### config.mk
export PLATFORM = sky130hd
export DESIGN_NAME = uart_hex_assembler
export DESIGN_NICKNAME = d
export VERILOG_FILES = /design/src/rtl/uart_hex_assembler.sv
export SDC_FILE = /design/constraint.sdc
export NUM_CORES = 1
export LEC_CHECK = 0
export CAP_MARGIN = 0
export CORE_MARGIN = 2
export CORE_UTILIZATION = 25
export DETAILED_ROUTE_END_ITERATION = 8
export PLACE_DENSITY_LB_ADDON = 0.08
export SETUP_SLACK_MARGIN = 0.1
export SLEW_MARGIN = 0
export SYNTH_ARGS = -nofsm -noshare
export SYNTH_HDL_FRONTEND = slang
export SYNTH_SLANG_ARGS = --single-unit
### constraint.sdc
create_clock -name clk -period 3.28 [get_ports clk]
set_input_delay 0.984 -clock clk [delete_from_list [all_inputs] [get_ports clk]]
set_output_delay 0.984 -clock clk [all_outputs]
set_load 0.01 [all_outputs]
### src/rtl/uart_hex_assembler.sv
`default_nettype none
// ============================================================================
// Module   : uart_hex_assembler
// Brief    : Decodes ASCII hex characters from a UART receiver and pairs the
//            nibbles (high first) into bytes. It also flags malformed input and
//            discards a stale half-byte after a timeout.
// Revision : 1.0
// ============================================================================
module uart_hex_assembler #(
  parameter int TIMEOUT_CYCLES = 25_000_000,
  parameter int TO_WIDTH       = 25
) (
  input  logic       clk,
  input  logic       reset,
  input  logic [7:0] rx_byte,
  input  logic       rx_complete,
  output logic [7:0] byte_out,
  output logic       byte_valid,
  output logic       hex_error,
  output logic       timeout,
  output logic       nibble_pending
);

  typedef enum logic [0:0] {
    S_HI = 1'b0,
    S_LO = 1'b1
  } state_t;

  localparam logic [TO_WIDTH-1:0] c_to_last = TO_WIDTH'(TIMEOUT_CYCLES - 1);

  state_t              r_state, w_state_nx;
  logic [3:0]          r_hi_nib, w_hi_nib_nx;
  logic [TO_WIDTH-1:0] r_timer, w_timer_nx;
  logic [7:0]          r_byte_out, w_byte_out_nx;
  logic                r_byte_valid, w_byte_valid_nx;
  logic                r_hex_error, w_hex_error_nx;
  logic                r_timeout, w_timeout_nx;
  logic                r_rx_complete_d;
  logic                r_armed;

  logic                w_new_char;
  logic                w_is_hex;
  logic                w_is_term;
  logic [3:0]          w_val;

  // r_armed masks the first cycle after reset, so a level that is already high is not taken as a new edge
  assign w_new_char = rx_complete & ~r_rx_complete_d & r_armed;

  always_comb begin
    w_is_hex  = 1'b0;
    w_is_term = 1'b0;
    w_val     = 4'h0;
    case (rx_byte) inside
      [8'h30:8'h39]: begin
        w_is_hex = 1'b1;
        w_val    = rx_byte[3:0];
      end
      [8'h41:8'h46], [8'h61:8'h66]: begin
        w_is_hex = 1'b1;
        w_val    = rx_byte[3:0] + 4'd9;
      end
      8'h0D, 8'h0A: w_is_term = 1'b1;
      default: ;
    endcase
  end

  always_comb begin
    w_state_nx      = r_state;
    w_hi_nib_nx     = r_hi_nib;
    w_timer_nx      = r_timer;
    w_byte_out_nx   = r_byte_out;
    w_byte_valid_nx = 1'b0;
    w_hex_error_nx  = 1'b0;
    w_timeout_nx    = 1'b0;
    case (r_state)
      S_HI: begin
        if (w_new_char) begin
          if (w_is_hex) begin
            w_hi_nib_nx = w_val;
            w_state_nx  = S_LO;
            w_timer_nx  = '0;
          end else if (!w_is_term) begin
            w_hex_error_nx = 1'b1;
          end
        end
      end
      S_LO: begin
        if (w_new_char) begin
          // Any character ends the pending byte, so the timer has nothing to do here
          w_state_nx = S_HI;
          w_timer_nx = '0;
          if (w_is_hex) begin
            w_byte_out_nx   = {r_hi_nib, w_val};
            w_byte_valid_nx = 1'b1;
          end else if (!w_is_term) begin
            w_hex_error_nx = 1'b1;
          end
        end else if (r_timer == c_to_last) begin
          w_timeout_nx = 1'b1;
          w_state_nx   = S_HI;
          w_timer_nx   = '0;
        end else if (r_timer != '1) begin
          w_timer_nx = r_timer + 1'b1;
        end
      end
      default: w_state_nx = S_HI;
    endcase
  end

  always_ff @(posedge clk) begin
    if (reset) begin
      r_state         <= S_HI;
      r_hi_nib        <= 4'h0;
      r_timer         <= '0;
      r_byte_out      <= 8'h00;
      r_byte_valid    <= 1'b0;
      r_hex_error     <= 1'b0;
      r_timeout       <= 1'b0;
      r_rx_complete_d <= 1'b0;
      r_armed         <= 1'b0;
    end else begin
      r_state         <= w_state_nx;
      r_hi_nib        <= w_hi_nib_nx;
      r_timer         <= w_timer_nx;
      r_byte_out      <= w_byte_out_nx;
      r_byte_valid    <= w_byte_valid_nx;
      r_hex_error     <= w_hex_error_nx;
      r_timeout       <= w_timeout_nx;
      r_rx_complete_d <= rx_complete;
      r_armed         <= 1'b1;
    end
  end

  assign byte_out       = r_byte_out;
  assign byte_valid     = r_byte_valid;
  assign hex_error      = r_hex_error;
  assign timeout        = r_timeout;
  assign nibble_pending = (r_state == S_LO);

endmodule
`default_nettype wire

==> results.toml <==
[final_layout]
n_antenna_cell = 0
fillers = 975
finish.utilization_pct = 31.1
final_cells = 421
syn_to_final_growth_pct = 22.6
nNetsFinal = 325
post_route_cells_drive_above_1_share_pct = 11.9

[floorplan]
total_die_area_mm2 = 0.0100
dieWidth_um = 100
pin_count = 23
start_util_pct = 25.4
die_height_um = 100
fp-row-count = 35
core_area_mm2 = 0.00911

[yosys]
synth.avg_cell_area_um2 = 8.38
yosys_register_bits = 43
syn-instance-count = 276
synth_top_cell_area_share_pct = 37.2
synth_sequential_area_ratio_pct = 37.2
synth.most_common_cell = "sky130_fd_sc_hd__dfxtp_1"
number_of_synthesized_flops_with_an_enable_pin = 0
post_synth_instance_area_mm2 = 0.00231
yosys_warnings = 0
synth.distinct_cells = 53
synthArstFlopShare_pct = 0
postSynth.topFlopCell = "sky130_fd_sc_hd__dfxtp_1"
synthTopCellsByCount = "43 x sky130_fd_sc_hd__dfxtp_1, 26 x sky130_fd_sc_hd__nor2_1, 24 x sky130_fd_sc_hd__a21oi_1, 19 x sky130_fd_sc_hd__nand3_1, 14 x sky130_fd_sc_hd__nand4_1"
mappedNetlistNets = 292
leading_post_synthesis_cells_by_cell_area = "sky130_fd_sc_hd__dfxtp_1 37%, sky130_fd_sc_hd__a21oi_1 5.2%, sky130_fd_sc_hd__nor2_1 4.2%, sky130_fd_sc_hd__nand3_1 4.1%, sky130_fd_sc_hd__nand4_1 3.8%"
synth_largest_area_cell = "sky130_fd_sc_hd__dfxtp_1"

[detailed_routing]
post-route-drc-count = 0
postRouteAntennaNets = 0
detail_route.wl_per_cell_um = 15.6
starting_drc_count_in_detailed_routing = 138
postRouteWirelength_um = 6560
via_count = 2214
detailedRoute.firstPassIterationCount = 5
mean_number_of_vias_per_cell = 5.26

[clock_network]
clk_path_buf_depth = 2
clock_latency_ps = 300
tritoncts = "done"
cts_sinks = 43
clkTransAtPathRegs_ps = 90
htree_levels = 2
postCtsSetupRepairBufs = 0
num_cts_buffers = 5
cts-root-buf = "sky130_fd_sc_hd__clkbuf_8"
cts.repair.resized = 0
ctsHoldBuffers = 0

[placement]
io_buffer_count = 22
gpl.final_weighted_congestion = 0.820
dp.cells = 413
detailedPlacementHpwl_um = 4680

[outcome]
run_status = "finished, final reports clean"

[setup_path]
worst_ep_arrival_time_ps = 3120
reg2reg_setup_slack_ps = 1060
crit_chain = "clkdlybuf4s50_1 -> ha_1 -> o21bai_1 -> a211o_1 -> o211a_1 -> buf_12 -> or4_4 -> a21oi_2"
crit_slowest_cell = "sky130_fd_sc_hd__or4_4"
r2r_end = "r_timer[2]"
cp_slowest_stage_delay_ps = 520
timing.critical_path.to_type = "flop"
timing.critical_path.fanout_max = 38
worstReg2RegStart = "r_timer[1]"
worst_ep_required_time_ps = 3520
crit_type = "in -> reg"
worst-r2r-cell-count = 8
cp-start-kind = "input pin"

[power]
max-vdd-ir-drop_v = 0.000134
p_leak_nw = 0.864
cellPowerDensity_mw_per_mm2 = 336

[timing]
finalSetupViolCount = 0
timing.final.hold_violations = 0
final_clock_period_utilization_by_the_worst_path_pct = 88.0
maxSlewViolCount = 0
setup-tns-final_ps = 0
rsz_0062_raised_after_global_routing = "no"
actual_transition_at_the_worst_max_transition_pin_ps = 696
layout_min_cycle_time_ps = 2890
timing.max_slew.rel_slack_pct = 53.1
fmax_mhz = 346
skew_ps = 6.33

[grt]
grt_antenna_before_repair = 0
grt_use_met2_pct = 22.0
grt-ovfl-total = 0
grt_start_max_net_pins = 39
grt_use_met3_pct = 2.86
grt_most_used_layer = "met2"
grt_first_pass_wirelength_um = 11100
total_routing_resource_utilization_after_global_routing_pct = 13.8
grt_pass1_vias = 2174
grt.met1_usage_pct = 18.8

[hold_path]
min-delay-start = "byte_out[5]"
holdCritPathClass = "reg -> reg"
holdPathStages = 2
hold_end = "byte_out[5]"

[job]
max_cap_viol_count = 0
[cells by family (layout without fill, tap and decap cells)]
kind of cell | count (synthesis) | count (layout) | share of synthesized area (%)
flops | 43 | 43 | 37.2
mux | 5 | 5 | 2.22
fa+ha+maj | 5 | 5 | 2.70
simple gates | 121 | 121 | 30.6
buf+inv | 24 | 58 | 4.87
compound gates | 75 | 75 | 21.3
xor+xnor | 3 | 3 | 1.14
[state kept, by name, indices dropped and copies added (netlist names)]
| name | cells |
|---|---|
| r_timer | 25 |
| byte_out | 8 |
| r_hi_nib | 4 |
| byte_valid | 1 |
| hex_error | 1 |
| nibble_pending | 1 |
| r_armed | 1 |
| r_rx_complete_d | 1 |
| timeout | 1 |
[metal layers]
layer  vias up  share of wire (%)
li1       1122                  -
met1      1039                 49
met2        44                 46
met3         9                3.7
met4         0                1.7
met5         -                  0
[stage by stage]
stage                     worst slack [ps]  hold WS (ps)  cell area [um2]  power [mW]
after detailed placement               103           482             2740       0.605
after floorplan                        662           447             2310       0.570
after global routing                   251           524             2840       0.994
after CTS                              407           507             2840       0.971
after global placement                 119           472             2740       0.605
final                                  394           498             2840       0.952
[worst max path at each step]
stage / from / to / depth (start not counted)
after floorplan: rx_byte[0] / r_timer[3] / 9
after global placement: rx_byte[0] / r_timer[8] / 8
after detailed placement: rx_byte[0] / r_timer[23] / 8
after CTS: rx_byte[0] / r_timer[5] / 8
after global routing: rx_byte[1] / r_timer[19] / 9
final: rx_byte[0] / r_timer[5] / 8
[where the power goes]
part | internal [mW] | switching (mW)
Sequential | 0.525 | 0.00179
Combinational | 0.0291 | 0.0361
Clock | 0.153 | 0.208
Total | 0.706 | 0.246
[worst max-delay path, delay by kind of cell]
family,cells,cell delay [ps]
and+or+nand+nor,1,520
AOI/OAI and AO/OA,4,700
adders and majority gates,1,220
buffers and inverters,2,670
[final cells by class]
class | instances | area [um2] | area share [%]
multi-input combinational | 209 | 1340 | 47.3
sequential | 43 | 861 | 30.4
timing repair buffer | 39 | 360 | 12.7
tap | 111 | 139 | 4.90
clock buffer | 5 | 68.8 | 2.43
inverter | 11 | 41.3 | 1.46
clock inverter | 3 | 25.0 | 0.883
[layout by cell type (no fill, tap or decap), types with 2 or more instances in the layout]
cell                              netlist  final
sky130_fd_sc_hd__dfxtp_1               43     43
sky130_fd_sc_hd__nand3_1               19     19
sky130_fd_sc_hd__inv_1                 11     11
sky130_fd_sc_hd__o21ai_0               13     13
sky130_fd_sc_hd__nand4bb_1              2      2
sky130_fd_sc_hd__buf_4                  1     16
sky130_fd_sc_hd__nand4_1               14     14
sky130_fd_sc_hd__clkdlybuf4s50_1        0     22
sky130_fd_sc_hd__or3_1                  3      3
sky130_fd_sc_hd__or3b_2                 2      2
sky130_fd_sc_hd__xor2_1                 2      2
sky130_fd_sc_hd__or4b_1                 2      2
sky130_fd_sc_hd__nor4_1                 8      8
sky130_fd_sc_hd__mux2i_1                4      4
sky130_fd_sc_hd__ha_1                   5      5
sky130_fd_sc_hd__a31oi_1                5      5
sky130_fd_sc_hd__a21oi_1               24     24
sky130_fd_sc_hd__nand2b_1               5      5
sky130_fd_sc_hd__clkinv_4               0      2
sky130_fd_sc_hd__nor3_1                 4      4
sky130_fd_sc_hd__o31ai_1               10     10
sky130_fd_sc_hd__a311oi_1               2      2
sky130_fd_sc_hd__a211oi_2               2      2
sky130_fd_sc_hd__a211oi_1               8      8
sky130_fd_sc_hd__or4_1                 11     11
sky130_fd_sc_hd__or2_2                  2      2
sky130_fd_sc_hd__nor2_1                26     26
sky130_fd_sc_hd__nor2b_1                2      2
sky130_fd_sc_hd__nand2_1               11     11
sky130_fd_sc_hd__clkbuf_8               0      5
sky130_fd_sc_hd__and3_1                 2      2
Power figures use the tool's default switching activity.
